[src/rtl/cachemissctrl_pkg.sv]
// Shared definitions for the cache miss-handling sequencer.
package cachemissctrl_pkg;

   localparam int unsigned STATE_W = 2;

   typedef enum logic [STATE_W-1:0] {
      IDLE      = 2'd0,
      WRITEBACK = 2'd1,
      FILL      = 2'd2,
      UPDATE    = 2'd3
   } state_t;

endpackage

[src/rtl/cachemissctrl_flop.sv]
// Generic synchronous-reset flops used by the miss sequencer.

// Plain register with synchronous active-high reset.
module flopr #(
   parameter int unsigned WIDTH = 8
) (
   input  logic             i_clk,
   input  logic             i_reset,
   input  logic [WIDTH-1:0] i_d,
   output logic [WIDTH-1:0] o_q
);

   logic [WIDTH-1:0] r_q;

   // Register the input every cycle; reset clears it.
   always_ff @(posedge i_clk) begin
      if (i_reset) r_q <= '0;
      else         r_q <= i_d;
   end

   assign o_q = r_q;

endmodule

// Enabled register with synchronous active-high reset.
module flopenr #(
   parameter int unsigned WIDTH = 8
) (
   input  logic             i_clk,
   input  logic             i_reset,
   input  logic             i_en,
   input  logic [WIDTH-1:0] i_d,
   output logic [WIDTH-1:0] o_q
);

   logic [WIDTH-1:0] r_q;

   // Load only when enabled so the captured value holds otherwise.
   always_ff @(posedge i_clk) begin
      if (i_reset)   r_q <= '0;
      else if (i_en) r_q <= i_d;
   end

   assign o_q = r_q;

endmodule

[src/rtl/cachemissctrl.sv]
// Cache miss sequencer: victim capture, optional writeback, line fill,
// then a single-cycle array/replacement update.
module cachemissctrl
   import cachemissctrl_pkg::*;
#(
   parameter int unsigned NUMWAYS = 4,
   parameter int unsigned SETLEN  = 9
) (
   input  logic               clk,
   input  logic               reset,
   input  logic               Miss,
   input  logic               FlushStage,
   input  logic [SETLEN-1:0]  PAdrSet,
   input  logic [NUMWAYS-1:0] VictimWay,
   input  logic [NUMWAYS-1:0] DirtyWay,
   input  logic               BusAck,
   output logic               BusReq,
   output logic               BusWrite,
   output logic [NUMWAYS-1:0] SelWay,
   output logic [SETLEN-1:0]  SelSet,
   output logic               SetValid,
   output logic               ClearDirty,
   output logic               LRUWriteEn,
   output logic               Stall,
   output logic               Done
);

   logic [STATE_W-1:0] w_state_q;
   state_t             w_state;
   state_t             w_next;
   logic               w_capture;
   logic               w_victim_dirty;

   // A miss is accepted only from IDLE and only when the stage is not flushed.
   assign w_capture      = (w_state == IDLE) & Miss & ~FlushStage;
   assign w_victim_dirty = |(VictimWay & DirtyWay);

   // State register.
   flopr #(.WIDTH(STATE_W)) u_state_reg (
      .i_clk   (clk),
      .i_reset (reset),
      .i_d     (w_next),
      .o_q     (w_state_q)
   );

   assign w_state = state_t'(w_state_q);

   // Victim way and set are frozen at capture for the whole sequence.
   flopenr #(.WIDTH(NUMWAYS)) u_way_reg (
      .i_clk   (clk),
      .i_reset (reset),
      .i_en    (w_capture),
      .i_d     (VictimWay),
      .o_q     (SelWay)
   );

   flopenr #(.WIDTH(SETLEN)) u_set_reg (
      .i_clk   (clk),
      .i_reset (reset),
      .i_en    (w_capture),
      .i_d     (PAdrSet),
      .o_q     (SelSet)
   );

   // Next-state and output decode; bus transfers always run to completion.
   always_comb begin
      w_next     = w_state;
      BusReq     = 1'b0;
      BusWrite   = 1'b0;
      SetValid   = 1'b0;
      ClearDirty = 1'b0;
      LRUWriteEn = 1'b0;
      Done       = 1'b0;
      Stall      = w_capture;

      case (w_state)
         IDLE: begin
            if (w_capture) w_next = w_victim_dirty ? WRITEBACK : FILL;
         end
         WRITEBACK: begin
            BusReq   = 1'b1;
            BusWrite = 1'b1;
            Stall    = 1'b1;
            if (BusAck) w_next = FILL;
         end
         FILL: begin
            BusReq = 1'b1;
            Stall  = 1'b1;
            if (BusAck) w_next = UPDATE;
         end
         UPDATE: begin
            SetValid   = 1'b1;
            ClearDirty = 1'b1;
            Done       = 1'b1;
            LRUWriteEn = ~FlushStage;
            Stall      = 1'b1;
            w_next     = IDLE;
         end
         default: w_next = IDLE;
      endcase
   end

endmodule

[config.mk]
export PLATFORM = sky130hd
export DESIGN_NAME = cachemissctrl
export DESIGN_NICKNAME = d
export VERILOG_FILES = /design/src/rtl/cachemissctrl_pkg.sv /design/src/rtl/cachemissctrl_flop.sv /design/src/rtl/cachemissctrl.sv
export SDC_FILE = /design/constraint.sdc
export NUM_CORES = 1
export LEC_CHECK = 0
export ABC_AREA = 1
export BUFFER_PORTS_ARGS = -buffer_cell sky130_fd_sc_hd__buf_4
export CAP_MARGIN = 20
export CORE_MARGIN = 3
export CORE_UTILIZATION = 45
export CTS_BUF_LIST = sky130_fd_sc_hd__clkbuf_16
export DETAILED_ROUTE_END_ITERATION = 8
export PLACE_DENSITY = 0.82
export SLEW_MARGIN = 0
export SYNTH_ARGS = -nofsm -noshare
export SYNTH_HDL_FRONTEND = slang
export SYNTH_SLANG_ARGS = --single-unit
[constraint.sdc]
create_clock -name clk -period 2.05 [get_ports clk]
set_input_delay 0.1025 -clock clk [delete_from_list [all_inputs] [get_ports clk]]
set_output_delay 0.1025 -clock clk [all_outputs]
set_load 0.005 [all_outputs]
==> summary.md, run 1 <==
| Metric | Value |
|---|---|
| Syn Area/Cell | `7.17 um2` |
| I/O pin cnt | `42` |
| Clock power share | `30.9%` |
| Max Slew Vio Count | `0` |
| Total wire length | `1970 um` |
| Worst r2r dst | `u_set_reg.o_q[5]` |
| Tmin final | `1.53 ns` |
| Unrepaired setup endpoints after global routing | `false` |
| Worst r2r path cells | `8` |
| P_int | `0.833 mW` |
| Worst slew margin | `77.5%` |
| Post-synth EDFFs | `0` |
| Via Count | `740` |
| Ys Warns | `0` |
| FFs w/ async S/R, synth | `0%` |
| # rows | `13` |
| Post-Syn Nets | `126` |
| Final Setup Violations | `0` |
| Hold_sp | `PAdrSet[7]` |
| Top_reg_cell synth | `dfxtp_1` |
| Critical Path RT | `2.18 ns` |
| Slowest CP cell | `dfxtp_1` |
| Hold path endpoint | `u_set_reg.o_q[7]` |
| Die Y-Extent | `45.9 um` |
| Nature of the critical path endpoint | `register` |
| Residual DRC count | `0` |
| Area after DPL | `1010 um2` |
| Logic pwr share | `36.6%` |
| Critical path launch point type | `register` |
| TritonCTS Buffers | `3` |
| Hold Crit Class | `primary input to register` |
| Hold depth | `3` |
| Setup CP Type | `register to register` |
| Share of layout cells above drive strength 1 | `35.5%` |
| Drt first pass iters | `3` |
| Area growth, synth to finish | `52.0%` |
| Die span in x | `45.9 um` |
| CP Cell Sequence | `inv_1, ha_1, inv_2, nor3_4, buf_4, inv_2, nor2_1, nor2_1` |
| Nets | `168` |
| IO Port Bufs | `41` |
| Synth cell types | `16` |
| DIE AREA | `2110 um2` |
| Power density over the cells | `1110 nW/um2` |
| Achievable Freq | `0.653 GHz` |
| Core footprint | `1400 um2` |
| Sink Count | `15` |
| Avg WL per Cell | `12.6 um` |
| Worst skew pair latency | `0.24 ns` |
| Initial Util | `51.3%` |
| Max-cap check violation count | `0` |
| Pin count of the biggest net entering global routing | `15` |
| Clock Pin Slew Worst Setup and Hold Paths | `0.05 ns` |
| H-Tree Depth | `1` |
| Seq cells post-synth | `15` |
| TNS Setup | `0 ns` |
| Crit path arrival time | `1.66 ns` |
| Slew @ Worst Pin | `0.337 ns` |
| Cells after Synth | `100` |
| GRT Overall Usage | `22.0%` |
| Finished layout cell area | `1090 um2` |
| DP Wirelength | `1550 um` |
| Total grt overflow | `0` |
| Final count of hold timing violations | `0` |
| Reg2reg setup slack | `0.52 ns` |
| Clock Skews | `0.000940 ns` |
| Post-Synthesis Cell Area | `717 um2` |
| Critical-path maximum fanout | `14` |
| Final WS setup | `0.519 ns` |
| 1st-iter DRT viols | `7` |
| Flop pwr share | `32.5%` |
| Sw frac | `31.0%` |
| Clock root cell | `clkbuf_16` |
| Tcrit/Tclk final | `74.7%` |
| Post-CTS Hold Buffers | `0` |
| First-pass GRT wire length | `3280 um` |
| Routed Antenna Nets | `0` |
| Initial antenna violation count | `0` |
| Pleak | `0.593 nW` |
| CTS tree | `built` |
| Seq/Total Area, Yosys | `41.9%` |
| P_sw | `0.374 mW` |
| Gpl congestion | `0.799` |
| Clock buffer depth | `2` |
| Diode count | `0` |
| Vias in the first global route | `736` |
| VDD IR max | `1.00 mV` |
| Largest stage delay on the critical path | `0.32 ns` |
| Vias per std cell | `4.74` |
| Postcts setup bufs | `0` |
| Place WS | `0.533 ns` |
| Post-cts resize count | `0` |
| RR Startpoint | `u_state_reg.o_q[0]` |
| Outcome | `completed` |
worst max-delay path by stage:
stage	from	to	cells after the start
2_1_floorplan	u_state_reg.o_q[0]	u_set_reg.o_q[0]	8
3_3_place_gp	u_state_reg.o_q[0]	u_set_reg.o_q[0]	8
3_5_place_dp	u_state_reg.o_q[0]	u_set_reg.o_q[5]	8
4_1_cts	u_state_reg.o_q[0]	u_set_reg.o_q[5]	8
5_1_grt	u_state_reg.o_q[0]	u_set_reg.o_q[1]	8
6_report	u_state_reg.o_q[0]	u_set_reg.o_q[5]	8
critical path: cells and delay by family, from the launching register on:
family	cells	cell delay, ns
fa+ha+maj	1	0.20
simple gates	3	0.36
buf+inv	4	0.52
flops	1	0.32
synthesized netlist by cell type (2+ instances only):
| cell type | instances | area share (%) |
|---|---|---|
| nor2_1 | 33 | 17 |
| dfxtp_1 | 15 | 42 |
| nand2_1 | 14 | 7.3 |
| o21ai_0 | 9 | 6.3 |
| inv_1 | 7 | 3.7 |
| o21ai_1 | 5 | 3.5 |
| ha_1 | 4 | 7.0 |
| a21oi_1 | 2 | 1.4 |
| buf_4 | 2 | 2.1 |
| buf_6 | 2 | 3.1 |
| inv_2 | 2 | 1.0 |
power by group through the flow:
| stage | clock network [mW] | registers, mW | logic, mW |
|---|---|---|---|
| after floorplan | 0 | 0.397 | 0.241 |
| after global placement | 0 | 0.395 | 0.424 |
| after detailed placement | 0 | 0.397 | 0.439 |
| after CTS | 0.379 | 0.392 | 0.442 |
| after global routing | 0.394 | 0.399 | 0.500 |
| final | 0.373 | 0.392 | 0.441 |
layer usage:
layer	GRT usage, %	part of all wire, %	wire, um
met1	24.6	39	769
met2	39.3	54	1050
met3	5.14	6.6	129
met4	8.52	0.76	15
met5	0	0	0
cell families (layout without fill, tap and decap cells):
kind of cell             count (synthesis)  after routing  share of synthesized area, %
AND/OR/NAND/NOR                         50             50                          28.4
buffers and inverters                   14             55                          10.5
adder cells (fa/ha/maj)                  4              4                          6.98
flip-flops                              15             15                          41.9
AO/OA/AOI/OAI                           17             17                          12.2
final cells by class:
class / instances / area, um2
sequential: 15 / 300
clock inverter: 1 / 5.00
clock buffer: 3 / 75.1
inverter: 9 / 33.8
multi-input combinational: 71 / 342
fill: 107 / 309
timing repair buffer: 42 / 315
tap: 15 / 18.8
flip-flops by register name, summed over array words and instances (netlist names):
register         flops
u_state_reg.o_q      2
u_set_reg.o_q        9
u_way_reg.o_q        4
through the flow:
| stage | total power [mW] | hold WS, ns | instances | util (%) |
|---|---|---|---|---|
| 6_report | 1.21 | 0.0894 | 156 | 77.9 |
| 5_1_grt | 1.29 | 0.0912 | 156 | 77.9 |
| 4_1_cts | 1.21 | 0.0843 | 156 | 77.9 |
| 3_5_place_dp | 0.836 | 0.334 | 152 | 72.2 |
| 3_3_place_gp | 0.818 | 0.325 | 152 | 72.2 |
| 2_1_floorplan | 0.638 | 0.231 | 100 | - |
cells in the final DEF (no fill, tap or decap):
cell       netlist  layout
nand3_1          1       1
nand2_1         14      14
nor3_4           1       1
inv_1            7       7
a21oi_1          2       2
buf_4            2      42
clkinv_2         0       1
dfxtp_1         15      15
inv_2            2       2
ha_1             4       4
nor2_1          33      33
o21bai_1         1       1
nor2_2           1       1
o21ai_1          5       5
clkbuf_16        0       3
o21ai_0          9       9
(Power assumes the default switching activity.)
==> run 2, diff against run 1 <==
- CORE_ASPECT_RATIO: unset -> 0.8
- CORE_UTILIZATION: 45 -> 41
- PLACE_DENSITY: 0.82 -> 0.76
- clock period: 2.05 -> 1.5 ns (I/O delays scaled with it)
==> summary.md, run 2 (synthesis results as in run 1) <==
| Metric | Value |
|---|---|
| Initial antenna violation count | `0` |
| Nets | `169` |
| First-pass GRT wire length | `3170 um` |
| Via Count | `779` |
| Crit path arrival time | `1.59 ns` |
| VDD IR max | `0.984 mV` |
| Vias per std cell | `4.78` |
| DP Wirelength | `1430 um` |
| Worst skew pair latency | `0.24 ns` |
| Area growth, synth to finish | `57.2%` |
| Tcrit/Tclk final | `94.8%` |
| Postcts setup bufs | `0` |
| Tmin final | `1.42 ns` |
| Sw frac | `31.5%` |
| Clock Pin Slew Worst Setup and Hold Paths | `0.05 ns` |
| Die span in x | `52.8 um` |
| Final count of hold timing violations | `0` |
| Clock root cell | `clkbuf_16` |
| FILL cells | `124` |
| Reg area | `300 um2` |
| Clock power share | `29.7%` |
| P_sw | `0.542 mW` |
| RR Startpoint | `u_state_reg.o_q[0]` |
| Most frequent cells in the layout | `41 x buf_4, 33 x nor2_1, 15 x dfxtp_1` |
| Drt first pass iters | `4` |
| Die Y-Extent | `43.4 um` |
| Nature of the critical path endpoint | `register` |
| GRT Overall Usage | `18.6%` |
| Hold_sp | `PAdrSet[4]` |
| Leading cell type in the layout, fill and taps excluded | `buf_4` |
| Clock buffer depth | `2` |
| Avg WL per Cell | `12.3 um` |
| 1st-iter DRT viols | `16` |
| Hold Crit Class | `primary input to register` |
| Logic pwr share | `38.7%` |
| Fin util | `74.3%` |
| Residual DRC count | `0` |
| Clock Skews | `0.00241 ns` |
| Routed Antenna Nets | `0` |
| Max Slew Vio Count | `0` |
| Pleak | `0.600 nW` |
| DIE AREA | `2290 um2` |
| Hold path endpoint | `u_set_reg.o_q[4]` |
| I/O pin cnt | `42` |
| Core footprint | `1520 um2` |
| Outcome | `completed` |
| CTS tree | `built` |
| Worst slew margin | `76.2%` |
| # rows | `12` |
| Achievable Freq | `0.703 GHz` |
| H-Tree Depth | `1` |
| Critical-path maximum fanout | `7` |
| Critical path launch point type | `register` |
| Slew @ Worst Pin | `0.357 ns` |
| TritonCTS Buffers | `3` |
| Flop pwr share | `31.6%` |
| Gpl congestion | `0.761` |
| Unrepaired setup endpoints after global routing | `false` |
| IO Port Bufs | `41` |
| Reg2reg setup slack | `0.08 ns` |
| Initial Util | `47.3%` |
| Total grt overflow | `0` |
| P_int | `1.18 mW` |
| Vias in the first global route | `713` |
| Worst r2r dst | `u_way_reg.o_q[3]` |
| Max-cap check violation count | `0` |
| Hold depth | `3` |
| Flip-flop count of the largest register after layout | `9` |
| Design Power | `1.72 mW` |
| Critical Path RT | `1.67 ns` |
| Power density over the cells | `1530 nW/um2` |
| Worst r2r path cells | `7` |
| Final Setup Violations | `0` |
| Share of layout cells above drive strength 1 | `38.0%` |
| Sink Count | `15` |
| Pin count of the biggest net entering global routing | `15` |
| Diode count | `0` |
| Setup CP Type | `register to register` |
| Multi-input gate area | `354 um2` |
| TNS Setup | `0 ns` |
| Total wire length | `2010 um` |
run 2: worst max-delay path: stages, from the launching register on:
cell and delay [ns]:
dfxtp_1 0.33, inv_2 0.11, ha_4 0.15, inv_2 0.07, nor3_4 0.30, buf_6 0.17, o21ai_1 0.08, nor2_1 0.14
run 2: power by group through the flow:
stage                     Clock [mW]  Sequential, mW  Combinational, mW
after global routing           0.537           0.552              0.739
after global placement             0           0.542              0.586
after detailed placement           0           0.544              0.595
after CTS                      0.516           0.538              0.605
after floorplan                    0           0.543              0.329
final                          0.511           0.543              0.666
run 2: what timing repair did:
action / in CTS / in global routing
setup endpoints to repair: 0 / 11
hold buffers: 0 / 0
gates resized for setup: 0 / 8
run 2: layer usage:
layer	share of wire, %	up-vias	GRT usage (%)	routed length, um
li1	-	392	-	-
met1	40	349	21.7	808
met2	51	34	33.4	1030
met3	7.2	4	6.19	145
met4	1.2	0	3.06	24
met5	0	-	0	0
run 2: worst max-delay path by stage:
stage	startpoint	end	cells after the start
after floorplan	u_state_reg.o_q[0]	u_set_reg.o_q[0]	8
after global placement	u_state_reg.o_q[0]	u_way_reg.o_q[0]	7
after detailed placement	u_state_reg.o_q[0]	u_set_reg.o_q[6]	7
after CTS	u_state_reg.o_q[0]	u_way_reg.o_q[3]	7
after global routing	u_state_reg.o_q[0]	u_set_reg.o_q[6]	7
final	u_state_reg.o_q[0]	u_way_reg.o_q[3]	7
run 2: final cells by class:
type / count / share of cell area [%]
timing repair buffer: 43 / 29.3
inverter: 9 / 3.22
sequential: 15 / 26.6
clock inverter: 1 / 0.444
tap: 21 / 2.33
clock buffer: 3 / 6.66
multi-input combinational: 71 / 31.4
run 2: metrics by stage:
step	area [um2]	instances	worst slack (ns)	hold WS, ns
2_1_floorplan	717	100	0.185	0.181
3_3_place_gp	1020	158	0.188	0.297
3_5_place_dp	1020	158	0.114	0.306
4_1_cts	1100	162	0.0513	0.0548
5_1_grt	1130	163	0.0244	0.0681
6_report	1130	163	0.0785	0.0425
